<file path="src/rtl/load_align_unit.sv">
// Load align unit: takes an M-stage load, issues a word-aligned bus read, then extracts and extends the addressed lane for W.
// Optional feature: define LOAD_ALIGN_MISALIGN_EXC_EN to raise AdEL on misaligned or illegal loads instead of rounding down.
module load_align_unit #(
    parameter int DATA_W = 32,
    parameter int ADDR_W = 32,
    parameter int TAG_W  = 5
) (
    input  logic              clk,
    input  logic              reset_n,
    input  logic              flush,
    input  logic              req_valid,
    output logic              req_ready,
    input  logic [ADDR_W-1:0] req_addr,
    input  logic [3:0]        req_op,
    input  logic [TAG_W-1:0]  req_tag,
    output logic              bus_rd_valid,
    output logic [ADDR_W-1:0] bus_rd_addr,
    input  logic              bus_rd_ready,
    input  logic              bus_rsp_valid,
    input  logic [DATA_W-1:0] bus_rsp_data,
    output logic              rsp_valid,
    input  logic              rsp_ready,
    output logic [DATA_W-1:0] rsp_data,
    output logic [TAG_W-1:0]  rsp_tag,
    output logic              rsp_exc
);
    localparam int LANE_W = $clog2(DATA_W / 8);

    typedef enum logic [2:0] {IDLE, ISSUE, WAIT, HOLD, DRAIN} state_t;

    state_t            state, state_nxt;
    logic [ADDR_W-1:0] addr_q;
    logic [1:0]        size_q;
    logic              uns_q;
    logic [DATA_W-1:0] data_q;
    logic [TAG_W-1:0]  tag_q;
    logic              req_fire, rsp_take, misaligned;
    logic [LANE_W-1:0] lane_off;
    logic [DATA_W-1:0] lane_shifted, lane_mask, lane_ext;
    logic              lane_sign;
    logic              unused_op;

    assign unused_op = req_op[2];

    // Byte-offset bits that must be zero for a naturally aligned access of this size.
    function automatic logic [LANE_W-1:0] size_mask(input logic [1:0] size);
        size_mask = LANE_W'((1 << size) - 1);
    endfunction

`ifdef LOAD_ALIGN_MISALIGN_EXC_EN
    always_comb begin
        misaligned = (req_addr[LANE_W-1:0] & size_mask(req_op[1:0])) != '0;
        if (DATA_W == 32 && req_op[1:0] == 2'b11) misaligned = 1'b1;
    end
`else
    assign misaligned = 1'b0;
`endif

    assign req_fire = (state == IDLE) && req_valid && !flush;
    assign rsp_take = !flush && bus_rsp_valid &&
                      (((state == ISSUE) && bus_rd_ready) || (state == WAIT));

    // NOTE: sequential state uses non-blocking assignments so every flop samples pre-edge values.
    always_ff @(posedge clk or negedge reset_n) begin
        if (!reset_n) state <= IDLE;
        else          state <= state_nxt;
    end

    // NOTE: defaulting every comb output first keeps uncovered branches from inferring latches.
    always_comb begin
        state_nxt = state;
        case (state)
            IDLE:  if (req_fire) state_nxt = misaligned ? HOLD : ISSUE;
            ISSUE: begin
                // A flush that loses the race with the command must still swallow its response.
                if (flush)             state_nxt = (bus_rd_ready && !bus_rsp_valid) ? DRAIN : IDLE;
                else if (bus_rd_ready) state_nxt = bus_rsp_valid ? HOLD : WAIT;
            end
            WAIT: begin
                if (flush)              state_nxt = bus_rsp_valid ? IDLE : DRAIN;
                else if (bus_rsp_valid) state_nxt = HOLD;
            end
            HOLD:  if (flush || rsp_ready) state_nxt = IDLE;
            DRAIN: if (bus_rsp_valid)      state_nxt = IDLE;
            default: state_nxt = IDLE;
        endcase
    end

    always_comb begin
        req_ready    = (state == IDLE);
        bus_rd_valid = (state == ISSUE);
        rsp_valid    = (state == HOLD);
    end

    assign bus_rd_addr = {addr_q[ADDR_W-1:LANE_W], {LANE_W{1'b0}}};
    assign rsp_data    = data_q;
    assign rsp_tag     = tag_q;

    // Offset is rounded down to the size's natural alignment; dword and 32-bit word keep the full bus.
    always_comb begin
        lane_off     = addr_q[LANE_W-1:0] & ~size_mask(size_q);
        lane_shifted = bus_rsp_data >> {lane_off, 3'b000};
        lane_mask    = '1;
        lane_sign    = lane_shifted[DATA_W-1];
        case (size_q)
            2'b00: begin lane_mask = DATA_W'(64'h0000_0000_0000_00FF); lane_sign = lane_shifted[7];  end
            2'b01: begin lane_mask = DATA_W'(64'h0000_0000_0000_FFFF); lane_sign = lane_shifted[15]; end
            2'b10: begin lane_mask = DATA_W'(64'h0000_0000_FFFF_FFFF); lane_sign = lane_shifted[31]; end
            default: ;
        endcase
        lane_ext = (lane_shifted & lane_mask) | ((lane_sign && !uns_q) ? ~lane_mask : '0);
    end

    always_ff @(posedge clk or negedge reset_n) begin
        if (!reset_n) begin
            addr_q <= '0;
            size_q <= '0;
            uns_q  <= 1'b0;
            tag_q  <= '0;
            data_q <= '0;
        end else begin
            if (req_fire) begin
                addr_q <= req_addr;
                size_q <= req_op[1:0];
                uns_q  <= req_op[3];
                tag_q  <= req_tag;
                if (misaligned) data_q <= '0;
            end
            if (rsp_take) data_q <= lane_ext;
        end
    end

`ifdef LOAD_ALIGN_MISALIGN_EXC_EN
    logic exc_q;

    always_ff @(posedge clk or negedge reset_n) begin
        if (!reset_n)      exc_q <= 1'b0;
        else if (req_fire) exc_q <= misaligned;
    end

    assign rsp_exc = exc_q;
`else
    assign rsp_exc = 1'b0;
`endif

endmodule

</file>
<file path="config.mk">
export PLATFORM = sky130hd
export DESIGN_NAME = load_align_unit
export DESIGN_NICKNAME = d
export VERILOG_FILES = /design/src/rtl/load_align_unit.sv
export SDC_FILE = /design/constraint.sdc
export NUM_CORES = 1
export LEC_CHECK = 0
export ABC_AREA = 1
export BUFFER_PORTS_ARGS = -buffer_cell sky130_fd_sc_hd__buf_4
export CAP_MARGIN = 10
export CORE_UTILIZATION = 30
export DETAILED_ROUTE_END_ITERATION = 8
export PLACE_DENSITY_LB_ADDON = 0.08
export SYNTH_ARGS = -nofsm -noshare
export SYNTH_HDL_FRONTEND = slang
export SYNTH_SLANG_ARGS = --single-unit
</file>
<file path="constraint.sdc">
create_clock -name clk -period 3.9 [get_ports clk]
set_clock_uncertainty 0.05 [all_clocks]
set_input_delay 0.585 -clock clk [delete_from_list [all_inputs] [get_ports clk]]
set_output_delay 0.585 -clock clk [all_outputs]
set_load 0.02 [all_outputs]
</file>
==> results.cfg <==
[clock_network]
tritoncts = yes
cts-buffers-inserted = 9
cts_root_buffer = sky130_fd_sc_hd__clkbuf_16
clk_path_buf_depth = 2
post_cts_resized = 0
cts.sink_count = 75
clock_insertion_delay_worst_skew_ps = 340
cts_hold_buf = 0
clk_pin_slew_ps = 60
post-cts-setup-buffer-count = 0
h-tree-depth = 3

[yosys]
yosysTopAreaCell = sky130_fd_sc_hd__dfrtp_1
synth_async_sr_flop_share_pct = 100.0
synth.lib_cells_used.distinct = 26
synth.top_cell.area_share_pct = 49.33
synth_sequential_area_ratio_pct = 49.33
synth_seq_cells = 75
synthesis.instances = 493
combined_area_of_all_synthesized_cells_um2 = 3805
yosys_warnings = 0
ys_dominant_reg_cell = sky130_fd_sc_hd__dfrtp_1
synth_edf_count = 0
syn_avg_cell_area_um2 = 7.718
post_synth_main_area_contributors = sky130_fd_sc_hd__dfrtp_1 49%, sky130_fd_sc_hd__nand2_1 16%, sky130_fd_sc_hd__buf_4 6.7%

[global_routing]
congestion_overflow_gr = 0
first_pass_grt_wire_length_mm = 16.63
grt_pass1_vias = 3406
grt.total_usage_pct = 16.59
grt_max_degree = 76
antenna_found_initial = 0

[setup_path]
worstRegToRegCells = 8
critical_path.endpoint_type = flip-flop
critPathSlowestCell = sky130_fd_sc_hd__dfrtp_1
critical_path_cell_count = 8
arrival_ps = 2760
crit_family = simple AND/OR/NAND/NOR gates
critical_path.reg2reg.startpoint = size_q[1]
setup.reg_to_reg.worst_slack_ps = 1350
cp_common_cell = sky130_fd_sc_hd__nand3_1
critical_path_class = reg -> reg
worstPathCellList = nor2_4 -> nand2_2 -> nand2_1 -> nand3_1 -> nand3_1 -> nand3_2 -> nand3_1 -> a21oi_1
cp_slowest_stage_delay_ps = 680
worst-endpoint-required_ps = 4110
capturing_point_of_the_worst_reg2reg_path = rsp_data[9]
worst_setup_path_startpoint = size_q[1]
worstSetupEndpoint = rsp_data[9]
critical_path.startpoint_type = flip-flop
critical_path.max_fanout = 53
cp_num_buf_inv = 0

[floorplanning]
core_area_um2 = 12210
boundaryPins = 153
die_height_um = 114.6
initial_utilization_pct = 31.16
die_w_um = 114.6
core.rowCount = 40
floorplan.die_area_um2 = 13140

[timing]
fin_hold_ws_ps = 343.6
layout_setup_ws_ps = 1349
max_freq_mhz = 392.0
final.setup.tns_ps = 0
timing.final.crit_share_pct = 65.41
slew_viol_final = 0
setup_viol = 0
timing.slew.headroom_pct = 34.24
worst_tran_pin_value_ps = 986.5
grt_setup_unrepaired = false
timing_hold_violations_final = 0
finalCriticalPeriod_ps = 2551

[detailed_routing]
vias = 3462
drt_first_iter_violations = 212
drc = 0
detail_route.wl_per_cell_um = 13.36
ant_nets = 0
avgViaCountPerCell = 4.467
drt-total-wl_mm = 10.36
drt_pre_antenna_iters = 4

[cells_and_area]
seq_area_um2 = 1877
layout.cells.most_common_list = 166 x sky130_fd_sc_hd__nand2_1, 151 x sky130_fd_sc_hd__buf_4, 75 x sky130_fd_sc_hd__dfrtp_1, 47 x sky130_fd_sc_hd__a21oi_1, 46 x sky130_fd_sc_hd__nor2_1
layout_commonest_cell = sky130_fd_sc_hd__nand2_1
fill_cells = 1316
antenna-diode-count = 0
final_cell_count_no_fill = 775
drive_above_1_share_pct = 28.34
multiInputGateArea_um2 = 1460
area.growth.synth_to_final_pct = 32.88
nets = 682

[power]
total_leakage_power_nw = 2.692
power.density_nw_per_um2 = 856.7
peakVddDrop_mv = 0.2987

[run_status]
status = finished clean

[run]
drv.max_cap_violation_count = 0

[hold_path]
hold_path.class = in -> async

[placed_design]
port-buffer-count = 148
dp_slack_ps = 1391
dpl.cell_count = 759
detailedPlacementHpwl_mm = 7.085
routabilityCongestion = 0.7804
logic make-up (layout without fill, tap and decap cells):
| kind of cell | Yosys count | after routing | synth area share, % |
|---|---|---|---|
| and+or+nand+nor | 248 | 248 | 26.47 |
| AOI/OAI and AO/OA | 81 | 81 | 11.35 |
| DFF | 75 | 75 | 49.33 |
| other | 1 | 3 | 0.09856 |
| buffers and inverters | 87 | 199 | 12.50 |
| muxes | 1 | 1 | 0.2631 |
sequential cells by signal, indices dropped and copies added, names as in the netlist:
name	flops
rsp_data	32
rsp_tag	5
uns_q	1
addr_q	32
size_q	2
state	3
report_power, final:
group	total [W]	internal, W	switching, W
Sequential	0.00141	0.00117	0.000245
Combinational	0.00217	0.000849	0.00132
Clock	0.000745	0.000428	0.000316
Total	0.00433	0.00245	0.00189
synth_stat cells, types with 3 or more instances:
library cell	instances
sky130_fd_sc_hd__dfrtp_1	75
sky130_fd_sc_hd__nand3_1	28
sky130_fd_sc_hd__inv_2	3
sky130_fd_sc_hd__buf_4	34
sky130_fd_sc_hd__clkbuf_1	9
sky130_fd_sc_hd__o21ai_0	23
sky130_fd_sc_hd__nand2_1	166
sky130_fd_sc_hd__a21oi_1	47
sky130_fd_sc_hd__buf_2	11
sky130_fd_sc_hd__inv_1	28
sky130_fd_sc_hd__o211ai_1	7
sky130_fd_sc_hd__nor2_1	46
metal layers:
| metal | wire [µm] | up-vias | global-route usage [%] |
|---|---|---|---|
| met4 | 184 | 0 | 7.619 |
| met3 | 797 | 15 | 4.606 |
| li1 | - | 1750 | - |
| met2 | 4738 | 117 | 27.52 |
| met1 | 4637 | 1580 | 19.99 |
| met5 | 0 | - | 0 |
worst min path at each step:
stage / slack, ps / from / to
after detailed placement: 420 / addr_q[31] / addr_q[31]
after global placement: 410 / addr_q[11] / addr_q[11]
after CTS: 370 / req_addr[7] / addr_q[7]
final: 340 / reset_n / rsp_data[14]
after global routing: 380 / req_addr[27] / addr_q[27]
after floorplan: 240 / reset_n / addr_q[0]
per-stage QoR:
stage                     power (W)  area [µm²]  util (%)
after floorplan            0.002945        3812         -
after global placement     0.003598        4801     39.31
after detailed placement   0.003626        4801     39.31
after CTS                  0.004393        5056     41.40
after global routing       0.004660        5056     41.40
final                      0.004331        5056     41.40
cell type report:
cell class | instances | share of cell area [%]
sequential | 75 | 37.12
multi-input combinational | 333 | 28.88
inverter | 32 | 2.376
clock buffer | 13 | 4.751
tap | 168 | 4.157
clock inverter | 3 | 0.2970
timing repair buffer | 151 | 22.42
Note: power is estimated with default switching activity, not from simulation.
